===== src/rtl/mux4_rr_arbiter.sv =====
// Round-robin arbiter sharing one 4:1 word mux among four requesters,
// with a registered output word and a valid/ready handshake downstream.
module mux4_rr_arbiter #(
  parameter int unsigned WIDTH = 32,
  parameter int unsigned N_REQ = 4
) (
  input  logic             clk,
  input  logic             rst,
  input  logic [3:0]       req,
  input  logic [WIDTH-1:0] din0,
  input  logic [WIDTH-1:0] din1,
  input  logic [WIDTH-1:0] din2,
  input  logic [WIDTH-1:0] din3,
  output logic [3:0]       gnt,
  output logic [1:0]       sel,
  output logic [WIDTH-1:0] dout,
  output logic [1:0]       dout_src,
  output logic             dout_valid,
  input  logic             dout_ready,
  output logic             busy
);

  logic [1:0]       last;
  logic [1:0]       winner;
  logic             found;
  logic             load_ok;
  logic             grant;
  logic [WIDTH-1:0] mux_out;

  assign load_ok = ~dout_valid | dout_ready;

  // Search last+1 .. last+4 (mod 4) so the previous winner ranks lowest.
  always_comb begin
    found  = 1'b0;
    winner = '0;
    for (int unsigned i = 1; i <= N_REQ; i++) begin
      logic [1:0] idx;
      idx = last + 2'(i);
      if (!found && req[idx]) begin
        found  = 1'b1;
        winner = idx;
      end
    end
  end

  assign grant = ~rst & load_ok & found;

  always_comb begin
    gnt = '0;
    sel = '0;
    if (grant) begin
      gnt[winner] = 1'b1;
      sel         = winner;
    end
  end

  always_comb begin
    mux_out = '0;
    case (sel)
      2'd0: mux_out = din0;
      2'd1: mux_out = din1;
      2'd2: mux_out = din2;
      2'd3: mux_out = din3;
      default: mux_out = '0;
    endcase
  end

  // With load_ok and no winner the word was either consumed or never valid.
  always_ff @(posedge clk) begin
    if (rst) begin
      dout       <= '0;
      dout_src   <= '0;
      dout_valid <= 1'b0;
      last       <= 2'd3;
    end else if (grant) begin
      dout       <= mux_out;
      dout_src   <= sel;
      dout_valid <= 1'b1;
      last       <= sel;
    end else if (load_ok) begin
      dout_valid <= 1'b0;
    end
  end

  assign busy = dout_valid | (|req);

endmodule


===== config.mk =====
export PLATFORM = sky130hd
export DESIGN_NAME = mux4_rr_arbiter
export DESIGN_NICKNAME = d
export VERILOG_FILES = /design/src/rtl/mux4_rr_arbiter.sv
export SDC_FILE = /design/constraint.sdc
export NUM_CORES = 1
export LEC_CHECK = 0
export ABC_CLOCK_PERIOD_IN_PS = 2900
export CAP_MARGIN = 20
export CORE_MARGIN = 1
export CORE_UTILIZATION = 30
export CTS_CLUSTER_SIZE = 14
export DETAILED_ROUTE_END_ITERATION = 7
export HOLD_SLACK_MARGIN = 0.06
export MAX_ROUTING_LAYER = met4
export PLACE_DENSITY = 0.81
export RECOVER_POWER = 50
export SYNTH_ARGS = -nofsm -noshare
export SYNTH_HDL_FRONTEND = slang
export SYNTH_SLANG_ARGS = --single-unit
export TNS_END_PERCENT = 100

===== constraint.sdc =====
create_clock -name clk -period 2.9 [get_ports clk]
set_clock_uncertainty 0.2 [all_clocks]
set_input_delay 0.87 -clock clk [delete_from_list [all_inputs] [get_ports clk]]
set_output_delay 0.87 -clock clk [all_outputs]
set_load 0.005 [all_outputs]

# --- Word-level counts from Yosys, hierarchy flattened ---
# Index checks and enable logic that the tools add are counted.
totals:
  reg_bits: 37
  input_bits: 135
  output_inout_bits: 42
  word_cells: 55
op_classes:
  n_addsub: 3
  n_lt_le_gt_ge: 6
  n_eq_ne: 3
  n_mux: 23
  n_bitwise: 6
  reduce_logical: 10
op_table:
  columns: ["operator", "count"]
  rows:
  - ["case mux 32 bit (4 select lines)", 1]
  - ["< comparator 2 x 3 -> 1 bit (second input constant)", 5]
  - ["2-to-1 mux 1 bit", 11]
  - ["2-to-1 mux 2 bit", 5]
  - ["binary-select mux 1 bit (select 2 bit)", 4]
  - ["adder 2 bit (second input constant)", 2]
  - ["equality test 2 bit (second input constant)", 2]
  - ["logical AND 1 bit", 4]
  - ["2-to-1 mux 4 bit", 1]
  - ["OR reduction 4 bit", 1]
  - ["logical NOT 1 bit", 3]
  - ["adder 2 x 1 -> 2 bit (second input constant)", 1]
  - ["AND 1 bit", 2]
  - ["demux 1 bit (select 2 bit)", 1]
  - ["equality test 2 x 1 -> 1 bit (second input constant)", 1]
  - ["greater-or-equal comparator 2 x 1 -> 1 bit (second input constant)", 1]
  - ["logical NOT 2 bit", 1]
  - ["inverter 1 bit", 2]
  - ["bitwise OR 1 bit", 2]
  - ["nonzero test 2 bit", 1]

# --- Longest topological paths before layout ---
# Gate-level depths: netlist of run 1.
depth:
  ltp_word: 18
  depth_mapped: 8
  mapped_depth_nobuf: 5

# --- Worst setup path before layout of run 1 ---
# No wires, ideal clock.
synth_path:
  kind: "input to output"
  start: "input req[3]"
  end: "output gnt[3]"
  arrival_ns: 2.029
  path_slack_ns: -0.199
  path_stages: 5
  n_path_buf: 1
  path_cell_list: "or4_1 nand2_1 nor2_2 clkbuf_1 and3_1"
synth_via:
  elab_chain_cells: 17
  elab_cells_between_ends: 29
synth_rtl:
  columns: ["item", "line_no", "source"]
  rows:
  - ["start, declared", "9", "input logic [3:0] req,"]
  - ["binary-select mux 1 bit (select 2 bit)", "39", "if (!found && req[idx]) begin"]
  - ["2-to-1 mux 1 bit (not written as such)", "39", null]
  - ["2-to-1 mux 1 bit", "39", null]
  - ["logical NOT 1 bit", "39", null]
  - ["logical AND 1 bit", "39", null]
  - ["2-to-1 mux 1 bit", "39", null]
  - ["logical NOT 1 bit", "39", null]
  - ["logical AND 1 bit", "39", null]
  - ["2-to-1 mux 1 bit", "39", null]
  - ["logical NOT 1 bit", "39", null]
  - ["logical AND 1 bit", "39", null]
  - ["2-to-1 mux 2 bit", "39", null]
  - ["< comparator 2 x 3 -> 1 bit (not written as such) or greater-or-equal comparator 2 x 1 -> 1 bit (tied branches)", "52", "gnt[winner] = 1'b1;"]
  - ["logical AND 1 bit (not written as such)", "52", null]
  - ["2-to-1 mux 1 bit (not written as such)", "52", null]
  - ["demux 1 bit (select 2 bit)", "52", null]
  - ["2-to-1 mux 4 bit *", "51", "if (grant) begin"]
  - ["end, declared", "14", "output logic [3:0] gnt,"]
# Every way passes the cells marked *; elsewhere a longest branch is shown, timed or not. The select of a mux whose other input is x is not followed.

# --- Worst setup path after layout of run 1 ---
layout_path:
  start: "input req[2]"
  end: "output gnt[1]"
# The elaborated chain is that of the path after synthesis.

==> impl_results.md, run 1 <==
- Placed Instances: between 500 and 600
- Largest net degree at the start of global routing: 34
- Failing checks: setup timing
- Fmax: 0.330 GHz
- Total CTS buffers: 5
- Switching Share: 30.6%
- Top cells by area, synth: dfxtp_1 (33%), nand2_1 (15%), o221ai_1 (13%)
- Busiest layer in global routing: met2
- Final setup vio count: 6
- Comb pwr share: 43.5%
- Leak: 1.84 nW
- Startpoint Class: input port
- CP endpoint kind: primary output
- Critical path arrival: 1.96 ns
- # clock sinks: 37
- Die Footprint: 7760 µm²
- WL final: 9650 µm
- Initial Utilization: between 30% and 40%
- Initial antenna violation count: 0
- Synth Flop Type: dfxtp_1
- # hold bufs at CTS: 0
- RSZ-0062 raised after global routing: yes
- Die Y: 88.1 µm
- Critical path launch point: req[2]
- Cell area after synthesis: between 2000 and 2500 µm²
- R2R Path End: dout[12]$_SDFFE_PP0P_
- Met1 GRT Util: 27.4%
- CTS Buffer Depth: 2
- Vias in the first global route: 3043
- Post-synth top area cell: dfxtp_1
- Worst Path Max Fanout: 3
- H-tree Lvls: 2
- Layout cells sized above 1: 17.8%
- # IOs: 177
- Max Transition Viols Final: 0
- Core box area: approximately 7000 µm²
- Int Pwr: 1.19 mW
- Total of max-cap violations: 0
- Dpl hpwl: 7090 µm
- CTS clock-pin slew for the worst setup and hold paths: 0.07 ns
- Setup WS pre-CTS: -1.02 ns
- Slew margin rel.: 74.2%
- Crit Path Class: in2out
- Non-Filler Instances: 604
- CTS tree: done
- Yosys Warn Count: 0
- Fin. Hold Viols: 0
- Grt ovf: 0
- Psw: 0.522 mW
- Die width: slightly below 90 µm
- M3 GR Usage: 6.69%
- Leading cell type in the layout, fill and taps excluded: clkdlybuf4s50_1
- Layout Nets: 639
- GRT met2 Usage: 44.6%
- Final ANT Viol Nets: 0
- Top cell type's share of synthesized area: 33.3%
- Hold depth: 2
- Required @ worst endpoint: 1.83 ns
- Seq pwr share: between 30% and 40%
- Sequential fraction of the synthesis area: 33.3%
- Cell Rows: 31
- Slack of the critical path: -0.131 ns
- ANT cells: 0
- Post-route minimum period: 3.03 ns
- RR Startpoint: last[1]$_SDFFE_PP1P_
- Pre-antenna DRT Iters: 4
- Fraction of registers with async set or reset after synthesis: 0%
- IO Port Bufs: 176
- Root Buffer: clkbuf_8
- Hold WC Path Type: reg2reg
- Power Total: 1.71 mW
- Most frequent cells in the layout: clkdlybuf4s50_1 (163), nand2_1 (85), buf_4 (43), dfxtp_1 (37), o221ai_1 (32)
- Status: complete, but fails checks
- Area delta synth->final: 105%
- Worst slew pin tran: 0.387 ns
- Mapped Nets: 430
- Post-synth EDFFs: 0
- Worst VDD drop: 0.000203 V
- First-pass GRT wire length: 14500 µm
- Reg-to-reg slack, setup: 0.73 ns
- Synthesized area per cell: 7.54 µm²
- Gpl congestion: 0.924
- Worst Hold End: dout[27]$_SDFFE_PP0P_
- Library cells used by synthesis: 33
- Routed WL per cell: about 16 µm
- Cells after Synth: 295
- Synth Register Bits: 37
- DRT iter0 DRCs: 80
- Drt drc: 0
- Worst r2r path cells: 6
- Via density: roughly 5.2
- Overall Global Routing Usage: between 20% and 30%
- Clk_lat worst skew: 0.29 ns
- Crit share post-route: 105%
- Clock power share: 21.0%
- Power density cells: 375 nW/µm²
- Via Count: around 3100
- Hold_sp: dout[27]$_SDFFE_PP0P_
==> synth_stat cells, drive strengths merged (2+ instances only) <==
cell type,instances
nand2,87
o21ai,37
and2,2
a31oi,2
a21boi,7
o221ai,32
a211o,2
nor2,12
a41oi,6
clkbuf,6
nand2b,6
inv,2
buf,16
dfxtp,37
nand3,3
a21oi,3
and3,27
==> per-stage QoR <==
step | TNS (ns) | hold WS [ns] | util [%] | instance area, µm²
after floorplan | -0.371 | 0.242 | - | 2260
after global placement | -9.98 | 0.233 | 59.7 | 4300
after detailed placement | -12.46 | 0.238 | 59.7 | 4300
after CTS | -0.549 | 0.248 | 62.2 | 4490
after global routing | -0.811 | 0.264 | 63.1 | 4550
final | -0.658 | 0.245 | 63.1 | 4550
==> sequential cells by signal, summed over array words and instances, names as in the netlist <==
signal / count
last: 2
dout_src: 2
dout: 32
dout_valid: 1
==> layout make-up <==
class	count	area, µm²
inverter	2	7.51
clock buffer	6	72.6
tap	99	124
timing repair buffer	224	2150
multi-input combinational	234	1440
clock inverter	2	10.0
sequential	37	741
fill	651	2660
==> timing repair <==
item	CTS	global route
endpoints found under the setup margin	9	7
pin swaps	10	4
hold endpoints to repair	0	0
resized for setup	67	11
buffers inserted	8	4
==> critical path: stages <==
cell and delay (ns):
buf_8 0.10, or4_4 0.58, nand3_4 0.10, a31oi_4 0.05
and2_4 0.16, buf_6 0.11
==> cells by family (layout without fill, tap and decap cells) <==
kind of cell	Yosys count	in the layout	share of synthesized area, %
compound gates	94	94	31.9
buf+inv	24	234	6.36
flops	37	37	33.3
simple gates	140	140	28.5
==> per-layer routing <==
layer  wire (µm)  vias up
met5           0        -
met4         245        0
met3         874       23
met2        4720      147
met1        3810     1463
li1            -     1496
==> how the worst max path moves through the flow <==
stage | to | slack (ns) | cells after the start
6_report | gnt[1] | -0.13 | 6
4_1_cts | gnt[1] | -0.15 | 6
5_1_grt | gnt[1] | -0.16 | 6
3_5_place_dp | gnt[1] | -1.02 | 6
3_3_place_gp | gnt[1] | -0.99 | 6
2_1_floorplan | gnt[3] | -0.12 | 6
==> power by group through the flow <==
stage	Sequential (mW)	Combinational (mW)	Clock, mW
CTS	0.608	0.730	0.371
detailed placement	0.619	0.708	0
floorplan	0.620	0.267	0
global route	0.616	0.799	0.398
global placement	0.617	0.693	0
finish	0.608	0.742	0.358
Note: power is estimated with default switching activity, not from simulation.
==> inputs of run 2 (changes only) <==
CTS_CLUSTER_SIZE = 12   (was 14)
PLACE_DENSITY = 0.86   (was 0.81)
RECOVER_POWER = 100   (was 50)
==> run 2 against run 1 <==
  * The flow still finishes with violations (setup timing)
  * Largest cell class unchanged
  * Total power up 5.2%
  * Via count about the same
  * Worst hold slack better by 0.0023 ns
  * Critical path depth up 1
  * Critical endpoint unchanged
  * Largest power group unchanged
==> impl_results.md, run 2 (same netlist as run 1, synthesis figures left out) <==
- Status: complete, but fails checks
- Failing checks: setup timing
- Post-route minimum period: 3.16 ns (+0.126 ns)
- DP Area: 4290 µm² (-0.35%)
- Most flops, register: dout
- Grt ovf: 0 (unchanged)
- Gpl congestion: 0.810 (-12%)
- Multi-input logic area: 1430 µm² (-0.61%)
- Die Footprint: 7760 µm² (unchanged)
- Layout cells sized above 1: 16.7% (-1.1 points)
- Most frequent cells in the layout: clkdlybuf4s50_1 (129), nand2_1 (85), dfxtp_1 (37), buf_4 (37), dlygate4sd3_1 (35)
- Critical path's slowest cell: or4_4
- Final ANT Viol Nets: 0 (unchanged)
- Die width: 88.1 µm (unchanged)
- Dpl hpwl: 7130 µm (+0.57%)
- Finished Core Util: 63.0% (-0.069 points)
- Initial Utilization: 30.8% (unchanged)
- Largest net degree at the start of global routing: 34 (unchanged)
- Overall Global Routing Usage: 25.3% (+0.14 points)
- Die Y: 88.1 µm (unchanged)
- Via density: 5.21 (+0.53%)
- Filler Cells Inserted: 630 (-3.2%)
- Worst VDD drop: 0.000245 V (+21%)
- Critical path arrival: 2.09 ns (+0.13 ns)
- ANT cells: 0 (unchanged)
- Setup WS pre-CTS: -0.947 ns (+0.0710 ns)
- Minimum hold slack: 0.247 ns (+0.00229 ns)
- Placed Instances: 582 (-0.34%)
- Drt drc: 0 (unchanged)
- Startpoint Class: input port
- Regs by FF count: dout: 32 flops, dout_src: 2 flops, last: 2 flops
- Routed WL per cell: 16.3 µm (+2.1%)
- Setup TNS: -1.49 ns (-0.830 ns)
- Fmax: 0.317 GHz (-4.0%)
- Register area: 741 µm² (unchanged)
- Clk_lat worst skew: 0.28 ns (about the same)
- DRT iter0 DRCs: 123 (+54%)
- Worst slew pin tran: 0.786 ns (+0.399 ns)
- RR Startpoint: last[1]$_SDFFE_PP1P_
- CTS clock-pin slew for the worst setup and hold paths: 0.08 ns (about the same)
- Max Transition Viols Final: 0 (unchanged)
- Final setup vio count: 10 (+4)
- R2R Path End: dout[15]$_SDFFE_PP0P_
- CP peak stage delay: 0.58 ns (about the same)
- Slack of the critical path: -0.257 ns (-0.126 ns)
- Required @ worst endpoint: 1.83 ns (about the same)
- Total CTS buffers: 5 (unchanged)
- Initial antenna violation count: 0 (unchanged)
- Worst Path Max Fanout: 3 (unchanged)
- Via Count: 3130 (+0.032%)
- Non-Filler Instances: 601 (-0.50%)
- Crit share post-route: 109% (+4.3 points)
- # clock sinks: 37 (unchanged)
- WL final: 9800 µm (+1.6%)
- Leak: 1.91 nW (+3.7%)
- Hold depth: 2 (unchanged)
- Worst r2r path cells: 7 (+1)
- Pre-antenna DRT Iters: 4 (unchanged)
- Power Total: 1.80 mW (+5.2%)
- Total of max-cap violations: 0 (unchanged)
- Reg-to-reg slack, setup: 0.29 ns (-0.44 ns)
- Core box area: 7210 µm² (unchanged)
- Root Buffer: clkbuf_8
- Crit Path Class: in2out
- Slew margin rel.: 47.6% (-27 points)
- Fin area: 4550 µm² (-0.11%)
- First-pass GRT wire length: 14400 µm (-0.81%)
- Power density cells: 395 nW/µm² (+5.3%)
- IO Port Bufs: 176 (unchanged)
- Critical-path cell list: buf_8, or4_4, nand3_4, a31oi_4, buf_6, and2_4, buf_6
- # IOs: 177 (unchanged)
- Fin. Hold Viols: 0 (unchanged)
- Hold WC Path Type: reg2reg
- RSZ-0062 raised after global routing: yes
- Leading cell type in the layout, fill and taps excluded: clkdlybuf4s50_1
- # hold bufs at CTS: 0 (unchanged)
- CTS Buffer Depth: 2 (unchanged)
- Vias in the first global route: 3042 (-0.033%)
- H-tree Lvls: 2 (unchanged)
- Area delta synth->final: 104%
- Cell Rows: 31 (unchanged)
- CP endpoint kind: primary output
- Largest register FFs: 32 (unchanged)
- Layout Nets: 636 (-0.47%)
- CTS tree: done
- Worst Hold End: dout[18]$_SDFFE_PP0P_
- Crit-path most repeated cell: buf_6
- Hold_sp: dout[18]$_SDFFE_PP0P_
## run 2: cell types whose count changed in the layout (fill, tap and decap cells not counted), moves of 2 or more
cell,delta
clkinv_2,-2
buf_4,-6
clkdlybuf4s50_1,-34
buf_6,+2
dlygate4sd3_1,+35
## run 2: timing repair
item / 4_1_cts / 5_1_grt
buffers inserted: 10 / 2
pin swaps: 10 / 1
resized for setup: 70 / 3
setup endpoints to repair: 7 / 7
## run 2: area by class of cell
type                            instances  share of cell area, %
Clock buffer                            7                   1.90
Clock inverter                          1                  0.661
Sequential cell                        37                   16.3
Tap cell                               99                   2.73
Timing Repair Buffer                  221                   46.7
Multi-Input combinational cell        234                   31.5
Inverter                                2                  0.165
## run 2: layer usage
metal  share of wire (%)  up-vias  global-route usage [%]
met5                   0        -                       -
met1                  38     1453                    26.2
met2                  51      170                    47.5
li1                    -     1490                       -
met4                 1.3        0                    6.74
met3                 9.7       17                    6.13
## run 2: worst max-delay path by stage
stage                       from  slack [ns]      to  depth (start not counted)
final                     req[0]       -0.26  gnt[1]                          7
after global routing      req[0]       -0.28  gnt[1]                          7
after CTS                 req[0]       -0.25  gnt[1]                          7
after detailed placement  req[1]       -0.95  gnt[2]                          6
after global placement    req[0]       -0.90  gnt[1]                          6
after floorplan           req[1]       -0.12  gnt[3]                          6
## run 2: power by group
| group | total (mW) | leakage, nW | internal [mW] | switching, mW |
|---|---|---|---|---|
| Combinational | 0.717 | 1.54 | 0.419 | 0.298 |
| Sequential | 0.607 | 0.309 | 0.572 | 0.0352 |
| Clock | 0.472 | 0.0585 | 0.281 | 0.191 |
| Total | 1.80 | 1.91 | 1.27 | 0.525 |
## run 2: critical path, delay by kind of cell
kind                   cells  cell delay (ns)
buffers and inverters      3             0.35
AOI/OAI and AO/OA          1             0.05
and+or+nand+nor            3             0.82
==> inputs of run 3 (changes only) <==
PLACE_DENSITY = 0.85   (was 0.86)
==> run 3 against run 2 <==
  * The run still ends with setup timing left
  * Core utilization is 0.10 points lower
  * Flip-flop and latch count stayed put
  * Register-to-register slack better by 0.37 ns
  * Worst hold slack worse by 0.0018 ns
  * Combinational power is 3.2% higher
  * Count of clock-buffer cells in the layout stayed put
  * Clock power is 23% lower
  * Sequential power hardly changed
  * Non-clock buffer count is 7 higher
  * Critical path depth stayed put
  * Cell count is 1.0% higher
  * Fmax is 0.38% higher
  * Critical path type unchanged
  * Largest cell class unchanged
==> impl_results.md, run 3 (same netlist as run 1, synthesis figures left out) <==
- Cell Rows: 31 (unchanged)
- Slack of the critical path: -0.245 ns (+0.0120 ns)
- Via density: 5.20 (-0.20%)
- Filler Cells Inserted: 619 (-1.7%)
- Total CTS buffers: 5 (unchanged)
- Most flops, register: dout
- Layout Nets: 643 (+1.1%)
- Largest net degree at the start of global routing: 34 (unchanged)
- Status: complete, but fails checks
- Regs by FF count: dout: 32 flops, dout_src: 2 flops, last: 2 flops
- Vias in the first global route: 3010 (-1.1%)
- Fmax: 0.318 GHz (+0.38%)
- # clock sinks: 37 (unchanged)
- Reg-to-reg slack, setup: 0.66 ns (+0.37 ns)
- Layout cells sized above 1: 18.1% (+1.4 points)
- Root Buffer: clkbuf_8
- Hold WC Path Type: reg2reg
- IO Port Bufs: 176 (unchanged)
- CP peak stage delay: 0.57 ns (about the same)
- DRT iter0 DRCs: 107 (-13%)
- Critical path arrival: 2.07 ns (-0.02 ns)
- Failing checks: setup timing
- Die Footprint: 7760 µm² (unchanged)
- Crit-path most repeated cell: buf_6
- Gpl congestion: 0.868 (+7.2%)
- Overall Global Routing Usage: 24.5% (-0.81 points)
- Final ANT Viol Nets: 0 (unchanged)
- Critical path's slowest cell: or4_4
- Seq pwr share: 35.6% (+1.8 points)
- Clock power share: 21.3% (-5.0 points)
- Switching Share: 29.8% (+0.59 points)
- Leak: 1.85 nW (-3.3%)
- CTS Buffer Depth: 2 (unchanged)
- Slew margin rel.: 73.9% (+26 points)
- Area delta synth->final: 104%
- WL final: 9800 µm (about the same)
- ANT cells: 0 (unchanged)
- H-tree Lvls: 2 (unchanged)
- CP Buf/Inv Count: 3 (unchanged)
- Drt drc: 0 (unchanged)
- Grt ovf: 0 (unchanged)
- Crit share post-route: 108% (-0.41 points)
- Worst slew pin tran: 0.392 ns (-0.394 ns)
- Fin. Hold Viols: 0 (unchanged)
- Via Count: 3155 (+0.80%)
- Initial Utilization: 30.8% (unchanged)
- Die Y: 88.1 µm (unchanged)
- Max Transition Viols Final: 0 (unchanged)
- Worst Path Max Fanout: 4 (+1)
- Largest register FFs: 32 (unchanged)
- Post-route minimum period: 3.14 ns (-0.0120 ns)
- Total of max-cap violations: 0 (unchanged)
- Startpoint Class: input port
- # IOs: 177 (unchanged)
- Core box area: 7210 µm² (unchanged)
- CP endpoint kind: primary output
- Int Pwr: 1.20 mW (-5.3%)
- Worst VDD drop: 0.000211 V (-14%)
- Minimum hold slack: 0.245 ns (-0.00184 ns)
- Non-Filler Instances: 607 (+1.0%)
- Placed Instances: 588 (+1.0%)
- Routed WL per cell: 16.1 µm (-1.1%)
- Most frequent cells in the layout: clkdlybuf4s50_1 (164), nand2_1 (85), buf_4 (50), dfxtp_1 (37), o221ai_1 (32)
- Setup TNS: -1.22 ns (+0.266 ns)
- Required @ worst endpoint: 1.83 ns (about the same)
- CTS clock-pin slew for the worst setup and hold paths: 0.07 ns (about the same)
- Dpl hpwl: 7420 µm (+4.0%)
- First-pass GRT wire length: 14100 µm (-1.9%)
- Critical-path cell list: buf_12, or4_4, nand3_4, a31oi_4, buf_6, and2_4, buf_6
- Crit Path Class: in2out
- Comb pwr share: 43.1% (+3.2 points)
- Psw: 0.511 mW (-2.6%)
- CP top delay family: simple AND/OR/NAND/NOR gates
- Power density cells: 378 nW/µm² (-4.4%)
- Pre-antenna DRT Iters: 4 (unchanged)
- CTS tree: done
- RSZ-0062 raised after global routing: yes
- Initial antenna violation count: 0 (unchanged)
- Final setup vio count: 7 (-3)
- Leading cell type in the layout, fill and taps excluded: clkdlybuf4s50_1
- Die width: 88.1 µm (unchanged)
- Clk_lat worst skew: 0.28 ns (about the same)
## run 3: cell types whose count changed in the layout (fill, tap and decap cells not counted), sizes merged
| cell | previous run | this run |
|---|---|---|
| dlygate4sd3 | 35 | 0 |
| clkdlybuf4s15 | 1 | 0 |
| dlygate4sd2 | 1 | 2 |
| clkbuf | 9 | 7 |
| buf | 53 | 62 |
| clkdlybuf4s50 | 129 | 164 |
| bufinv | 1 | 0 |
## run 3: worst paths after layout
path | from | endpoint | depth (start not counted)
worst max-delay path | req[3] | gnt[1] | 7
worst min-delay path | dout[0]$_SDFFE_PP0P_ | dout[0]$_SDFFE_PP0P_ | 2
worst max register to register | last[1]$_SDFFE_PP1P_ | dout[12]$_SDFFE_PP0P_ | 6
worst min register to register | dout[0]$_SDFFE_PP0P_ | dout[0]$_SDFFE_PP0P_ | 2
## run 3: repair_timing
action | CTS | global route
endpoints found under the setup margin | 9 | 7
hold buffers | 0 | 0
resized for setup | 67 | 3
pin swaps | 11 | 1
gates cloned | 0 | 0
setup buffers | 9 | 4
## run 3: worst min-delay path: stages (launching register included)
cell     delay (ns)
dfxtp_1        0.31
nand2_1        0.05
o21ai_1        0.05
## run 3: cell type report
cell class	instances	area (µm²)	area share [%]
inverters	2	7.51	0.165
clock buffers	7	86.3	1.90
multi-input cells	234	1430	31.4
repair buffers	228	2150	47.4
well taps	99	124	2.73
flip-flops and latches	37	741	16.3
## run 3: power by group through the flow
stage | logic, mW | clock network, mW | registers, mW
after floorplan | 0.267 | 0 | 0.620
after global placement | 0.687 | 0 | 0.617
after detailed placement | 0.701 | 0 | 0.621
after CTS | 0.726 | 0.382 | 0.610
after global routing | 0.788 | 0.409 | 0.617
final | 0.740 | 0.365 | 0.610
## run 3: metal layers
layer | global-route usage [%] | share of wire (%)
met1 | 25.2 | 38
met2 | 44.3 | 50
met3 | 6.22 | 9.5
met5 | - | 0
met4 | 10.1 | 2.9
## run 3: per-stage QoR
stage	util, %	instance area [µm²]	worst slack [ns]	power [mW]
floorplan	-	2260	-0.119	0.887
global placement	59.7	4310	-0.980	1.30
detailed placement	59.7	4310	-1.00	1.32
CTS	62.5	4510	-0.245	1.72
global route	62.9	4540	-0.265	1.81
finish	62.9	4540	-0.245	1.71
